<file path="config.mk">
export PLATFORM = sky130hd
export DESIGN_NAME = shift_seq_ctrl
export DESIGN_NICKNAME = d
export VERILOG_FILES = /design/src/rtl/shift_seq_ctrl.sv
export SDC_FILE = /design/constraint.sdc
export NUM_CORES = 1
export LEC_CHECK = 0
export ABC_AREA = 1
export CAP_MARGIN = 20
export CORE_UTILIZATION = 43
export DETAILED_ROUTE_END_ITERATION = 12
export GPL_TIMING_DRIVEN = 0
export HOLD_SLACK_MARGIN = 0.08
export PLACE_DENSITY = 0.75
export SLEW_MARGIN = 20
export SYNTH_ARGS = -nofsm -noshare
export SYNTH_HDL_FRONTEND = slang
export SYNTH_SLANG_ARGS = --single-unit
</file>
<file path="constraint.sdc">
create_clock -name Clk -period 1.9 [get_ports Clk]
set_input_delay 0.57 -clock Clk [delete_from_list [all_inputs] [get_ports Clk]]
set_output_delay 0.57 -clock Clk [all_outputs]
set_load 0.05 [all_outputs]
</file>
<file path="src/rtl/shift_seq_ctrl.sv">
// -----------------------------------------------------------------------------
// shift_seq_ctrl
//
// Sequencer for a pair of external N_BITS-wide shift registers (A and B).
// One press of Execute runs exactly one operation: N_BITS consecutive
// Shift_En cycles. On each of those cycles the serial LSBs of A and B are
// combined by a bitwise function and routed back into the registers' MSB
// fill inputs. Function and routing selects are captured when the operation
// starts, so they cannot change while the operation is running.
//
// Parameters
//   N_BITS      shift cycles per operation (attached register width)
//
// Ports
//   Clk         clock; all state updates on the rising edge
//   Reset_n     asynchronous active-low reset
//   Execute     level start request (already synchronous and debounced)
//   LoadA/LoadB parallel-load requests, passed through only in IDLE
//   F[2:0]      bitwise function select (captured at start)
//   R[1:0]      result routing select (captured at start)
//   A_Out/B_Out serial LSBs of registers A and B
//   Ld_A/Ld_B   load strobes to registers A and B
//   Shift_En    shift enable to both registers
//   A_Shift_In  MSB fill of register A
//   B_Shift_In  MSB fill of register B
//   Busy        high while shifting
//   Done        high after an operation until Execute is released
// -----------------------------------------------------------------------------
module shift_seq_ctrl #(
  parameter int N_BITS = 8
) (
  input  logic       Clk,
  input  logic       Reset_n,
  input  logic       Execute,
  input  logic       LoadA,
  input  logic       LoadB,
  input  logic [2:0] F,
  input  logic [1:0] R,
  input  logic       A_Out,
  input  logic       B_Out,
  output logic       Ld_A,
  output logic       Ld_B,
  output logic       Shift_En,
  output logic       A_Shift_In,
  output logic       B_Shift_In,
  output logic       Busy,
  output logic       Done
);

  // A 1-bit counter is kept for N_BITS == 1 so the vector is never zero-width.
  localparam int CNT_W = (N_BITS > 1) ? $clog2(N_BITS) : 1;
  localparam logic [CNT_W-1:0] CNT_LAST = CNT_W'(N_BITS - 1);
  localparam logic [CNT_W-1:0] CNT_ONE  = CNT_W'(1);

  typedef enum logic [1:0] {
    IDLE  = 2'b00,
    SHIFT = 2'b01,
    HOLD  = 2'b10
  } state_t;

  state_t           state_q, state_d;
  logic [CNT_W-1:0] cnt_q, cnt_d;
  logic [2:0]       f_q, f_d;
  logic [1:0]       r_q, r_d;

  logic             fb;
  logic             in_shift;

  // ---------------------------------------------------------------------------
  // State registers
  // ---------------------------------------------------------------------------
  always_ff @(posedge Clk or negedge Reset_n) begin
    if (!Reset_n) begin
      state_q <= IDLE;
      cnt_q   <= '0;
      f_q     <= '0;
      r_q     <= '0;
    end else begin
      state_q <= state_d;
      cnt_q   <= cnt_d;
      f_q     <= f_d;
      r_q     <= r_d;
    end
  end

  // ---------------------------------------------------------------------------
  // Next-state logic
  // ---------------------------------------------------------------------------
  always_comb begin
    state_d = state_q;
    cnt_d   = cnt_q;
    f_d     = f_q;
    r_d     = r_q;

    case (state_q)
      IDLE: begin
        if (Execute) begin
          // Selects are frozen here for the whole operation.
          state_d = SHIFT;
          cnt_d   = '0;
          f_d     = F;
          r_d     = R;
        end
      end

      SHIFT: begin
        cnt_d = cnt_q + CNT_ONE;
        // The cycle with cnt_q == N_BITS-1 is the last shift cycle.
        if (cnt_q == CNT_LAST) begin
          state_d = HOLD;
        end
      end

      HOLD: begin
        // Wait for Execute to drop so a held button runs only once.
        if (!Execute) begin
          state_d = IDLE;
        end
      end

      default: begin
        state_d = IDLE;
      end
    endcase
  end

  // ---------------------------------------------------------------------------
  // Function bit: combinational on the current LSBs so each shift cycle
  // consumes the bits presented that cycle.
  // ---------------------------------------------------------------------------
  always_comb begin
    fb = 1'b0;
    case (f_q)
      3'b000:  fb =   A_Out & B_Out;
      3'b001:  fb =   A_Out | B_Out;
      3'b010:  fb =   A_Out ^ B_Out;
      3'b011:  fb =   1'b1;
      3'b100:  fb = ~(A_Out & B_Out);
      3'b101:  fb = ~(A_Out | B_Out);
      3'b110:  fb = ~(A_Out ^ B_Out);
      default: fb =   1'b0;
    endcase
  end

  // ---------------------------------------------------------------------------
  // Routing. Outside SHIFT both registers recirculate their own LSB, which
  // keeps their contents intact even if something else shifts them.
  // ---------------------------------------------------------------------------
  assign in_shift = (state_q == SHIFT);

  always_comb begin
    A_Shift_In = A_Out;
    B_Shift_In = B_Out;
    if (in_shift) begin
      case (r_q)
        2'b01: A_Shift_In = fb;
        2'b10: B_Shift_In = fb;
        2'b11: begin
          A_Shift_In = B_Out;
          B_Shift_In = A_Out;
        end
        default: begin
          A_Shift_In = A_Out;
          B_Shift_In = B_Out;
        end
      endcase
    end
  end

  // ---------------------------------------------------------------------------
  // Status and control outputs. Load strobes are gated by Reset_n as well,
  // so they drop immediately while reset is held, not only once the state
  // register has cleared.
  // ---------------------------------------------------------------------------
  assign Shift_En = in_shift;
  assign Busy     = in_shift;
  assign Done     = (state_q == HOLD);
  assign Ld_A     = Reset_n && (state_q == IDLE) && LoadA;
  assign Ld_B     = Reset_n && (state_q == IDLE) && LoadB;

endmodule
</file>
== Word-level counts from Yosys, hierarchy flattened ==
Cells that the tools add are included.

* Bits in registers: 10
* Bits in latches: 0
* Bits in writable memories: 0
* ROM bits: 0
* Output and inout bits: 7
* Logic and storage cells: 46
* Memories kept: 0

* $add $sub $neg: 1
* Multiply operators: 0
* Div/mod/pow operators: 0
* Magnitude comparators: 0
* Equality and inequality tests: 15
* Shifts and indexed selects: 0
* Mux-type cells: 11
* Bitwise logic cells: 6
* Reduce and logical (&&, ||, !) cells: 9

{| class="wikitable"
|+ Operators with widths
! cell !! number
|-
| $eq A3 B3 Y1 const B || 4
|-
| $pmux W1 S7 || 1
|-
| $eq A2 B2 Y1 const B || 3
|-
| $eq A3 B2 Y1 const B || 2
|-
| $mux W2 || 3
|-
| $pmux W2 S3 || 1
|-
| $pmux W3 S2 || 1
|-
| $eq A2 B1 Y1 const B || 2
|-
| $ne A2 B2 Y1 const B || 2
|-
| $pmux W1 S2 || 2
|-
| $reduce_and A2 Y1 || 2
|-
| $add A3 B1 Y3 const B || 1
|-
| $eq A3 B1 Y1 const B || 1
|-
| $logic_and A1 B1 Y1 || 3
|-
| $logic_not A3 Y1 || 1
|-
| $mux W3 || 1
|-
| $not A1 Y1 || 3
|-
| $reduce_and A3 Y1 || 1
|-
| $logic_not A2 Y1 || 1
|-
| $mux W1 || 2
|-
| $ne A2 B1 Y1 const B || 1
|-
| $reduce_bool A2 Y1 || 1
|-
| $and A1 B1 Y1 || 1
|-
| $or A1 B1 Y1 || 1
|-
| $xor A1 B1 Y1 || 1
|}

== Logic depth before layout (Yosys ltp) ==
* Depth after elaboration: 5
* Mapped depth: 9
* Depth with buffers taken out: 9

== Least setup slack after synthesis ==
Ideal clock, no wire load.

* Path kind: input to output
* Start: input A_Out
* End: output A_Shift_In
* Arrival time: 1.556 ns
* Data required time: 1.330 ns
* Path slack: -0.226 ns
* Cell stages on the path: 9
* Buffers on the path: 0
* Path through: inv_1 ha_1 nand2_1 nand2_1 nand2_1 nand2_1 nand3_1 nand2_1 nand2_1

* Cells in the longest elaborated chain, start to end: 5
* Elaborated cells between the ends (all ways): 9
* Classes of those cells: mux: 3; bitwise: 6

{| class="wikitable"
|+ Ends and longest elaborated chain
! what !! RTL line !! source
|-
| start: declaration || 39 || <nowiki>input logic A_Out,</nowiki>
|-
| $xor A1 B1 Y1, or another cell as far along || 136, 140 ||
|-
| $not A1 Y1 (on tied branches) || 140, 138, 139 ||
|-
| $pmux W1 S7 || 133 || <nowiki>case (f_q)</nowiki>
|-
| $pmux W1 S2 || 155 || <nowiki>case (r_q)</nowiki>
|-
| $mux W1 * || 154 || <nowiki>if (in_shift) begin</nowiki>
|-
| end: declaration || 44 || <nowiki>output logic A_Shift_In,</nowiki>
|}

Every way passes the cells marked *; elsewhere a longest branch is shown, timed or not.

== Worst setup path after layout ==
* Start: input B_Out
* End: output B_Shift_In

* Cells in the longest elaborated chain, start to end: 5
* Elaborated cells between the ends (all ways): 9
* Classes of those cells: mux: 3; bitwise: 6

{| class="wikitable"
|+ Ends and longest elaborated chain
! what !! RTL line !! source
|-
| start: declaration || 40 || <nowiki>input logic B_Out,</nowiki>
|-
| $xor A1 B1 Y1, or another cell as far along || 136, 140 ||
|-
| $not A1 Y1 (on tied branches) || 140, 138, 139 ||
|-
| $pmux W1 S7 || 133 ||
|-
| $pmux W1 S2 || 155 ||
|-
| $mux W1 * || 154 ||
|-
| end: declaration || 45 || <nowiki>output logic B_Shift_In,</nowiki>
|}

Marks and branches as above.

==> impl_results.md <==
- Status: complete, but fails checks
- Violated checks: setup timing
- Diode count: 0
- CTS H-Tree Depth: 1
- Mapped Cells: 76
- Final worst-path setup slack: -183 ps
- Distinct cells, synth: 15
- Final setup viols: 2
- Min-Delay Path Class: input port to asynchronous set/reset pin
- Port-buffer cells: 18
- PwrDens: 1730 nW/um^2
- Die height: 39.0 um
- Vias per std cell: 4.80
- Tcrit/Tclk final: 110%
- RSZ-0062 raised after global routing: true
- Fillers: 86
- Storage element area: 250 um^2
- CP Max Fanout: 3
- GP Congestion: 0.708
- Vias in the first global route: 489
- Flop2flop setup slack: 710 ps
- Detailed Routing Iterations Pass 1: 4
- Synth Cell Area: 588 um^2
- Reg-to-reg startpoint: cnt_q[0]$_DFFE_PN0P_
- Sink Count: 10
- Synth Area per Inst: 7.74 um^2
- Syn Nets: 92
- Total number of vias: 547
- Residual DRC: 0
- Sequential-to-total area share from yosys stat: 42.6%
- I/O pins: 19
- FF-to-FF path depth: 3
- Crit path kind: input port to output port
- Initial Utilization: 49.6%
- Maximum VDD drop: 0.917 mV
- Worst path arrival time: 1510 ps
- Antenna viol nets, final: 0
- Hold Violations, Final: 0
- Most used routing layer: met2
- Area growth, synth to finish: 55.3%
- GRT overflow: 0
- Layout Skew: 7.51 ps
- Detail Placement HPWL: 909 um
- LEAKAGE: 0.000471 uW
- Avg WL per Cell: 11.2 um
- Root Driver: clkbuf_4
- Largest net degree at the start of global routing: 12
- Worst reg2reg endpoint: cnt_q[2]$_DFFE_PN0P_
- WP data required: 1330 ps
- Final WL: 1.28 mm
- GR Util met2: 31.3%
- Placed Cells: 108
- Max-cap violations: 0
- Global-route wire length before repair: 1.99 mm
- Final Power: 1580 uW
- Nets: 117
- Crit path time final: 2080 ps
- Layout cell share with drive strength beyond 1: 38.0%
- All-Layer GR Usage: 19.7%
- Reg clk slew, reported paths: 70 ps
- Ys Warns: 0
- Layout Cells excl Fill: 114
- DR iter-0 viols: 9
- Multi-input gate area: 335 um^2
- Pins Over Slew Limit: 0
- Fmax: 0.480 GHz
- Die Wd: 39.0 um
- Die area: 1520 um^2
- Slew Limit Headroom: 81.7%
- Worst setup SP type: input port
- M1 GR Usage: 26.5%
- FP Rows: 12
- CP Capture Type: output port
- Worst Max-Slew Pin Slew: 276 ps
- Synth Register Bits: 10
- Worst-skew pair later-pin latency: 260 ps
- Met3 usage: 1.73%
- Maximum clock insertion buffer count: 2
- Final core utilization: 77.0%
- Core area: 1190 um^2
- Fin Hold WS: 158 ps
- Num CTS Buffers: 3
- CTS tree: yes
- Initial antenna violation count: 0
-- cells in the mapped netlist, drive strengths merged --
cell type | n | area share (%)
ha | 4 | 8.5
nand2 | 19 | 13
nand3 | 4 | 3.4
a21oi | 9 | 7.7
buf | 2 | 3.2
dfrtp | 10 | 43
inv | 13 | 8.3
a22o | 3 | 4.7
o21ai | 1 | 0.85
nor2 | 11 | 8.3
-- worst max path at each step --
stage,slack [ps],from,endpoint,cells past startpoint
2_1_floorplan,9,A_Out,A_Shift_In,8
3_3_place_gp,-1310,B_Out,A_Shift_In,11
3_5_place_dp,-1350,B_Out,A_Shift_In,10
4_1_cts,-190,B_Out,A_Shift_In,11
5_1_grt,-240,f_q[1]$_DFFE_PN0P_,B_Shift_In,8
6_report,-180,B_Out,B_Shift_In,11
-- cell usage in the layout, fill, tap and decap left out --
master / instances
a21oi_1: 9
a22o_1: 2
a22o_2: 1
buf_2: 3
buf_4: 3
buf_6: 3
buf_8: 4
clkbuf_4: 3
clkbuf_8: 1
clkdlybuf4s15_2: 1
clkdlybuf4s50_1: 6
dfrtp_1: 10
dlygate4sd2_1: 2
ha_1: 3
ha_4: 1
inv_1: 9
inv_2: 2
inv_4: 2
nand2_1: 9
nand2_2: 7
nand2_4: 3
nand3_1: 1
nand3_2: 3
nor2_1: 10
nor2_4: 1
o21ai_0: 1
-- where the power goes --
group / switching, uW / internal [uW] / leakage (uW) / total, uW
Clock: 70.7 / 116 / 0.0000210 / 187
Sequential: 69.6 / 314 / 0.000115 / 383
Combinational: 618 / 392 / 0.000335 / 1010
-- cell families after synthesis --
family                     count (synthesis)  synth area share [%]
DFF                                       10                  42.6
buffers and inverters                     15                  11.5
and+or+nand+nor                           34                  24.3
AOI/OAI and AO/OA                         13                  13.2
adders and majority gates                  4                  8.51
-- worst max-delay path, stage by stage --
cell,delay (ps)
buf_8,80
inv_4,30
ha_4,260
nand2_4,50
nand2_2,50
nand2_2,40
nand2_2,80
nand3_2,70
nand2_2,80
nand2_4,50
buf_8,140
-- sequential cells by signal (all words and copies together) (netlist names) --
name,count
cnt_q,3
f_q,3
r_q,2
state_q,2
-- metal layers --
| metal | vias up | routed length [um] |
|---|---|---|
| met4 | 0 | 0 |
| met1 | 252 | 582 |
| li1 | 286 | - |
| met2 | 9 | 664 |
| met5 | - | 0 |
| met3 | 0 | 32 |
-- repair_timing --
action / CTS / global route
pin swaps: 9 / 5
setup buffers: 1 / 1
gates resized for setup: 70 / 6
setup endpoints to repair: 7 / 4
hold buffers: 0 / 0
-- per-stage QoR --
step | setup WS, ps | TNS [ps] | instance area, um^2
after floorplan | 9.21 | 0 | 618
after global placement | -1310 | -5210 | 816
after detailed placement | -1350 | -5360 | 816
after CTS | -191 | -380 | 897
after global routing | -242 | -522 | 913
final | -183 | -345 | 913
-- area by class of cell --
cell class,count,share of cell area (%)
plain buffers,2,2.05
clock buffers,4,3.97
inverters,13,5.89
multi-input cells,51,36.7
flip-flops and latches,10,27.4
well taps,14,1.92
repair buffers,20,22.1
No activity file was read; power rests on OpenSTA's default activity.
